<file path="src/rtl/ik_swift_iter_ctrl.sv">
// Iteration sequencer for the ik_swift IK core: pulses the core through
// reset/enable/done passes, feeds DH parameters back, stops on convergence/limit/watchdog/abort.
module ik_swift_iter_ctrl #(
    parameter int N           = 6,
    parameter int DATA_W      = 36,
    parameter int DH_W        = 21,
    parameter int ITER_W      = 8,
    parameter int WDOG_CYCLES = 4095
) (
    input  logic                  clk,
    input  logic                  rst,
    input  logic                  start,
    input  logic                  abort,
    input  logic [N*DATA_W-1:0]   target_in,
    input  logic [N*DH_W-1:0]     dh_init,
    input  logic [ITER_W-1:0]     max_iter,
    input  logic [DATA_W-2:0]     tol,
    output logic                  busy,
    output logic                  done,
    output logic                  converged,
    output logic                  timeout,
    output logic [ITER_W-1:0]     iter_count,
    output logic [N*DH_W-1:0]     dh_result,
    output logic                  core_rst,
    output logic                  core_en,
    input  logic                  core_done,
    output logic [N*DATA_W-1:0]   core_target,
    output logic [N*DH_W-1:0]     core_dh_in,
    input  logic [N*DH_W-1:0]     core_dh_out,
    input  logic [N*DATA_W-1:0]   core_delta
);

    localparam int WD_W = $clog2(WDOG_CYCLES + 1);

    typedef enum logic [2:0] {S_IDLE, S_CRST, S_RUN, S_CHECK, S_FIN, S_ABRT} state_t;

    state_t                    state_q, state_d;
    logic                      busy_q, busy_d;
    logic                      done_q, done_d;
    logic                      converged_q, converged_d;
    logic                      timeout_q, timeout_d;
    logic                      core_rst_q, core_rst_d;
    logic                      core_en_q, core_en_d;
    logic [ITER_W-1:0]         iter_q, iter_d;
    logic [ITER_W-1:0]         max_iter_q, max_iter_d;
    logic [DATA_W-2:0]         tol_q, tol_d;
    logic [N*DH_W-1:0]         dh_result_q, dh_result_d;
    logic [N*DH_W-1:0]         core_dh_in_q, core_dh_in_d;
    logic [N*DATA_W-1:0]       core_target_q, core_target_d;
    logic [N-1:0][DATA_W-2:0]  abs_q, abs_d;
    logic [WD_W-1:0]           wdog_q, wdog_d;
    logic                      conv_now;

    // The most negative input has no positive twin, so it clamps to the largest magnitude.
    function automatic logic [DATA_W-2:0] sat_abs(input logic [DATA_W-1:0] x);
        logic [DATA_W-1:0] neg;
        neg = -x;
        if (!x[DATA_W-1])
            return x[DATA_W-2:0];
        if (x[DATA_W-2:0] == '0)
            return {(DATA_W-1){1'b1}};
        return neg[DATA_W-2:0];
    endfunction

    always_comb begin
        conv_now = 1'b1;
        for (int i = 0; i < N; i++)
            if (abs_q[i] > tol_q)
                conv_now = 1'b0;
    end

    always_comb begin
        // NOTE: every _d starts from its held value so no path through the case infers a latch.
        state_d       = state_q;
        converged_d   = converged_q;
        timeout_d     = timeout_q;
        iter_d        = iter_q;
        max_iter_d    = max_iter_q;
        tol_d         = tol_q;
        dh_result_d   = dh_result_q;
        core_dh_in_d  = core_dh_in_q;
        core_target_d = core_target_q;
        abs_d         = abs_q;
        wdog_d        = wdog_q;

        case (state_q)
            S_IDLE: begin
                if (start) begin
                    core_target_d = target_in;
                    core_dh_in_d  = dh_init;
                    max_iter_d    = max_iter;
                    tol_d         = tol;
                    iter_d        = '0;
                    converged_d   = 1'b0;
                    timeout_d     = 1'b0;
                    if (max_iter == '0) begin
                        dh_result_d = dh_init;
                        state_d     = S_FIN;
                    end else begin
                        state_d     = S_CRST;
                    end
                end
            end
            S_CRST: begin
                wdog_d  = '0;
                state_d = abort ? S_ABRT : S_RUN;
            end
            S_RUN: begin
                wdog_d = wdog_q + WD_W'(1);
                if (abort) begin
                    state_d = S_ABRT;
                end else if (core_done) begin
                    core_dh_in_d = core_dh_out;
                    dh_result_d  = core_dh_out;
                    for (int i = 0; i < N; i++)
                        abs_d[i] = sat_abs(core_delta[i*DATA_W +: DATA_W]);
                    state_d = S_CHECK;
                end else if (wdog_d == WD_W'(WDOG_CYCLES)) begin
                    timeout_d = 1'b1;
                    state_d   = S_FIN;
                end
            end
            S_CHECK: begin
                if (abort) begin
                    state_d = S_ABRT;
                end else begin
                    iter_d = iter_q + ITER_W'(1);
                    if (conv_now) begin
                        converged_d = 1'b1;
                        state_d     = S_FIN;
                    end else if (iter_d == max_iter_q) begin
                        state_d     = S_FIN;
                    end else begin
                        state_d     = S_CRST;
                    end
                end
            end
            S_FIN:   state_d = S_IDLE;
            S_ABRT:  state_d = S_IDLE;
            default: state_d = S_IDLE;
        endcase

        // Strobes are decoded from the next state so each one is high exactly while in its state.
        busy_d     = (state_d != S_IDLE);
        done_d     = (state_d == S_FIN);
        core_rst_d = (state_d == S_CRST) || (state_d == S_ABRT);
        core_en_d  = (state_d == S_RUN);
    end

    // NOTE: state updates use non-blocking assignment so every flop samples pre-edge values.
    always_ff @(posedge clk) begin
        if (rst) begin
            state_q       <= S_IDLE;
            busy_q        <= 1'b0;
            done_q        <= 1'b0;
            converged_q   <= 1'b0;
            timeout_q     <= 1'b0;
            core_rst_q    <= 1'b0;
            core_en_q     <= 1'b0;
            iter_q        <= '0;
            max_iter_q    <= '0;
            tol_q         <= '0;
            dh_result_q   <= '0;
            core_dh_in_q  <= '0;
            core_target_q <= '0;
            abs_q         <= '0;
            wdog_q        <= '0;
        end else begin
            state_q       <= state_d;
            busy_q        <= busy_d;
            done_q        <= done_d;
            converged_q   <= converged_d;
            timeout_q     <= timeout_d;
            core_rst_q    <= core_rst_d;
            core_en_q     <= core_en_d;
            iter_q        <= iter_d;
            max_iter_q    <= max_iter_d;
            tol_q         <= tol_d;
            dh_result_q   <= dh_result_d;
            core_dh_in_q  <= core_dh_in_d;
            core_target_q <= core_target_d;
            abs_q         <= abs_d;
            wdog_q        <= wdog_d;
        end
    end

    assign busy        = busy_q;
    assign done        = done_q;
    assign converged   = converged_q;
    assign timeout     = timeout_q;
    assign iter_count  = iter_q;
    assign dh_result   = dh_result_q;
    assign core_rst    = core_rst_q;
    assign core_en     = core_en_q;
    assign core_target = core_target_q;
    assign core_dh_in  = core_dh_in_q;

endmodule
</file>
<file path="config.mk">
export PLATFORM = sky130hd
export DESIGN_NAME = ik_swift_iter_ctrl
export DESIGN_NICKNAME = d
export VERILOG_FILES = /design/src/rtl/ik_swift_iter_ctrl.sv
export SDC_FILE = /design/constraint.sdc
export NUM_CORES = 2
export LEC_CHECK = 0
export BUFFER_PORTS_ARGS = -buffer_cell sky130_fd_sc_hd__buf_2
export CAP_MARGIN = 40
export CORE_AREA = 2 2 468 470
export CTS_CLUSTER_DIAMETER = 50
export DETAILED_ROUTE_END_ITERATION = 8
export DIE_AREA = 0 0 470 472
export GPL_TIMING_DRIVEN = 0
export HOLD_SLACK_MARGIN = 0.08
export PLACE_DENSITY = 0.35
export SLEW_MARGIN = 20
export SYNTH_ARGS = -nofsm -noshare
export SYNTH_HDL_FRONTEND = slang
export SYNTH_SLANG_ARGS = --single-unit
</file>
<file path="constraint.sdc">
create_clock -name clk -period 3.8 [get_ports clk]
set_input_delay 0.19 -clock clk [delete_from_list [all_inputs] [get_ports clk]]
set_output_delay 0.19 -clock clk [all_outputs]
set_load 0.02 [all_outputs]
</file>
* Word level (Yosys, flattened, before mapping)
Cells that the tools add are included.
Widths: inputs -> output; s select.
** Word-level totals
- Output and inout bits :: 482
- Flip-flop bits (word level) :: 750
- Logic and storage cells :: 185
- Bits of input ports :: 732
** Operators by class
- Equality and inequality tests :: 17
- Reduce and logical (&&, ||, !) cells :: 20
- Magnitude comparators :: 6
- Muxes and demuxes :: 113
- Add/subtract/negate cells :: 8
- Bitwise logic cells :: 1
** Operator list (count)
- $mux 35 :: 24
- $mux 126 :: 5
- $pmux 126 s2 :: 2
- $gt 35x35->1 :: 6
- $logic_not 35->1 :: 6
- $neg 35->35 :: 6
- $mux 1 :: 66
- $mux 3 :: 9
- $pmux 12 s2 :: 1
- $mux 8 :: 2
- $ne 2x2->1 const B :: 8
- $pmux 8 s2 :: 1
- $add 12x1->12 const B :: 1
- $eq 12x12->1 const B :: 1
- $pmux 3 s4 :: 1
- $reduce_and 5->1 :: 2
- $eq 3x2->1 const B :: 3
- $add 8x1->8 const B :: 1
- $eq 8x8->1 :: 1
- $logic_not 8->1 :: 1
- $reduce_and 4->1 :: 2
- $eq 3x1->1 const B :: 2
- $eq 3x3->1 const B :: 2
- $reduce_and 3->1 :: 2
- 7 further kinds :: 10

* Longest topological paths before layout
- Depth in word-level cells :: 12
- Mapped depth :: 11
- Gate-level depth less buffers :: 10

* Worst setup path before layout
No wires, ideal clock.
- Path kind :: input port to flip-flop
- Start point :: input core_delta[0]
- End point :: register abs_q[10] (netlist name)
- Setup slack :: 0.977 ns
- Setup time :: 0.081 ns
- Path buffers :: 2
- Arrival :: 2.742 ns
- Cell stages on the path :: 11
- Data required time :: 3.719 ns
- Cells stage by stage :: inv_1 > ha_1 > or4b_4 > or3_1 > buf_2 > or4_4 > nand2b_4 > nor3b_4 > a31oi_4 > buf_6 > a211oi_2
** Between the ends
- Word-level cells in the longest chain between the ends :: 8
** Ends and longest elaborated chain
- start: declaration :: line 30 : input logic [N*DATA_W-1:0] core_delta
- branches (longest 6 deep; another with $neg 35->35)
- $mux 35 (*) :: line 62 : return neg[DATA_W-2:0];
- $mux 35 (*) :: line 60 : if (x[DATA_W-2:0] == '0)
- end signal: assignment :: line 182 : abs_q <= abs_d;
- end: declaration :: line 50 : logic [N-1:0][DATA_W-2:0] abs_q, abs_d;
Every way passes the cells marked *. The select of a mux whose other input is x is not followed.
A chain may end at the register's enable or synchronous reset.

* Final worst setup path
- Start point :: input core_delta[0]
- End point :: register abs_q[0] (netlist name)
** Between the ends
- Word-level cells in the longest chain between the ends :: 8
** Ends and longest elaborated chain (line)
- branches (longest 7 deep; another with $neg 35->35)
- $mux 35 (*) :: 60
Marked as above.

==> impl_metrics.csv <==
group,metric,value,unit
power,power_frac_clock,0.363,
run_status,status,"complete, no violations",
clock_tree,cts_sinks,750,
yosys,synthTopCellsByArea,"dfxtp_1 42%, a211oi_1 9.0%, ha_1 7.6%, nand2_1 6.8%, nor2_1 5.3%",
yosys,synthCells,4208,
route,ant_nets,0,
final_layout,design_area,59320,um2
setup_path,start_kind,"input port",
clock_tree,cts_tree,"built",
power,worst_ir_drop_vdd,511.3,uV
sta,skew,31.45,ps
power,pwr-share-seq,0.291,
sta,fin_crit_sh,0.9766,
sta,report.final.slew_viol_count,0,
yosys,synthesis.nets,5159,
setup_path,critPathTopFamily,"simple AND/OR/NAND/NOR gates",
sta,setup_violations,0,
yosys,syn-cell-area,36020,um2
global_route,grt_pass1_wl,344.9,mm
global_route,antenna_found_initial,72,
final_layout,post_route_cells_drive_above_1_share,0.2436,
global_route,grt_pass1_vias,41940,
yosys,synth_flop_cell,"dfxtp_1",
global_route,grt_overflow_total,0,
setup_path,crit_buf_inv,5,
power,switching_share,0.4027,
route,firstDrtPassIters,8,
die,die_h,472,um
power,p_leak,24.50,nW
die,dieArea,221800,um2
die,ioPinCount,1214,
sta,fmax,269.5,MHz
route,wl_per_cell,27.19,um
yosys,synth_top_area_frac,0.4169,
sta,min_period,3711,ps
sta,rsz0062_at_grt,"yes",
route,viasPerCell,4.388,
power,power_density,583.5,nW/um2
yosys,synth.avg_cell_area,8.559,um2
setup_path,crit_required,4530,ps
setup_path,max_stage_delay,600,ps
clock_tree,clk_root_buffer_cell,"clkbuf_16",
die,fp.coreArea,216500,um2
yosys,yosysMostFrequentCell,"dfxtp_1",
die,die_w,470,um
setup_path,worstPathCellList,"dlygate4sd3_1 -> buf_2 -> inv_1 -> ha_1 -> or4b_4 -> or3_1 -> buf_2 -> or4_4 -> nand2b_4 -> nor3b_4 -> a31oi_4 -> a221oi_1 -> dlygate4sd3_1",
placement,dpl.hpwl,210.3,mm
yosys,yosys_warnings,0,
setup_path,slowest_stage,"dlygate4sd3_1",
route,num_vias,41400,
yosys,synthArstFlopShare,0,
setup_path,end_kind,"register",
die,start_util,0.1663,
clock_tree,cts_buffers,133,
final_layout,layout.nets,7384,
run,drv_cap,0,
clock_tree,clockBufferDepth,3,
sta,tightest_slew,888.2,ps
setup_path,crit_fanout,7,
yosys,synth_seq_cells,750,
sta,setup_tns,0,ps
placement,place_area,46020,um2
route,dr.first_iter.drc_count,2455,
sta,final-hold-violation-count,0,
global_route,grt_max_degree,17,
yosys,synth_edf_count,0,
power,pwr-share-comb,0.347,
yosys,yosys.area.top_type,"dfxtp_1",
clock_tree,htree_num_levels,4,
yosys,synth-seq-area-share,0.4169,
setup_path,worstPathArrival,4440,ps
route,finalWirelength,256.5,mm
setup_path,crit_type,"input port to register",
power,p_int,0.02067,W
sta,slew_headroom,0.4072,
yosys,synth.distinct_cells,70,
die,num_rows,171,
global_route,grtUsageTotal,0.2227,
placement,io_buffer_count,1205,
clock_tree,clk_latency,780,ps
power,switchingPower,0.01394,W
route,drc,0,
min_path,hold_path.class,"input port to register",
clock_tree,clkTransAtPathRegs,50,ps
yosys,ys_top_cells_by_count,"750 x dfxtp_1, 655 x nand2_1, 510 x nor2_1",
placement,gp_congestion,0.9557,
final_layout,synthToLayoutAreaGrowth,64.69,%
==> flip-flops by register name (all words and copies together) (netlist names) <==
register     flops
abs_q          210
busy             1
converged        1
core_dh_in     126
core_en          1
core_rst         1
core_target    216
dh_result      126
done             1
iter_count       8
max_iter_q       8
state_q          3
timeout          1
tol_q           35
wdog_q          12
==> power by group through the flow <==
stage               combinational (W)  clock, W  sequential [W]
floorplan                     0.00424         0          0.0113
global placement               0.0110         0          0.0102
detailed placement             0.0111         0          0.0102
CTS                            0.0122    0.0129          0.0100
global route                   0.0129    0.0132          0.0102
finish                         0.0120    0.0126          0.0101
==> worst register-to-register path, stage by stage (launching register included) <==
cell      delay [ps]
dfxtp_1          330
nand2b_1         140
clkbuf_1         160
nor2_4           290
nand2_1          160
or2_1            220
buf_2            350
a22oi_2          450
clkbuf_2         530
clkbuf_1         670
a211oi_1         160
==> layout by cell type (no fill, tap or decap), types with 190 or more instances in the layout <==
cell type	instances
buf_2	1227
xor2_1	190
dfxtp_1	750
clkbuf_1	246
dlygate4sd3_1	854
a21oi_1	359
a211oi_1	431
ha_1	219
nand2_1	654
nor2_1	508
==> metal layers <==
layer / vias to the layer above / routed length [um] / GRT usage / share of wire
met2: 1380 / 120900 / 0.3741 / 0.47
li1: 19560 / - / - / -
met1: 20110 / 106800 / 0.2694 / 0.42
met4: 16 / 8672 / 0.07492 / 0.034
met5: - / 110 / 0 / 0.00043
met3: 335 / 20060 / 0.06653 / 0.078
==> final cells by class <==
class	instances	area, um2
flip-flops and latches	750	15010
repair buffers	2090	14940
plain buffers	284	1177
fillers	23610	157200
clock inverters	84	1031
diodes	42	105.1
multi-input cells	3112	19660
well taps	2854	3571
clock buffers	157	3580
inverters	62	236.5
==> worst paths after layout <==
path / slack [ps] / end / startpoint / depth (start not counted)
worst max register to register: 170 / dh_result[36] / state_q[0] / 10
worst min register to register: 450 / core_target[206] / core_target[206] / 2
worst min-delay path: 120 / state_q[1] / rst / 2
worst max-delay path: 90 / abs_q[0] / core_delta[0] / 13
==> cell families after synthesis <==
| family | count (synthesis) | share of synthesized area |
|---|---|---|
| XOR/XNOR | 206 | 0.05010 |
| flip-flops | 750 | 0.4169 |
| buffers and inverters | 346 | 0.03860 |
| multiplexers | 133 | 0.03696 |
| AO/OA/AOI/OAI | 1094 | 0.2038 |
| AND/OR/NAND/NOR | 1460 | 0.1776 |
| adder cells (fa/ha/maj) | 219 | 0.07608 |
==> repair_timing <==
action | in CTS | in global routing
hold buffers | 854 | 0
buffers inserted | 0 | 0
hold endpoints to repair | 727 | 0
gates resized for setup | 4 | 8
endpoints found under the setup margin | 97 | 16
==> metrics by stage <==
step	utilization	total power, W	hold WS [ps]	cells	setup WS, ps
global placement	0.2107	0.02120	433.5	8267	-2550
floorplan	-	0.01556	326.0	4208	977.0
detailed placement	0.2125	0.02133	438.8	8298	-279.9
CTS	0.2733	0.03509	96.46	9393	58.29
global route	0.2737	0.03627	133.1	9417	-31.10
finish	0.2739	0.03461	123.8	9435	89.08
(Power assumes the default switching activity.)
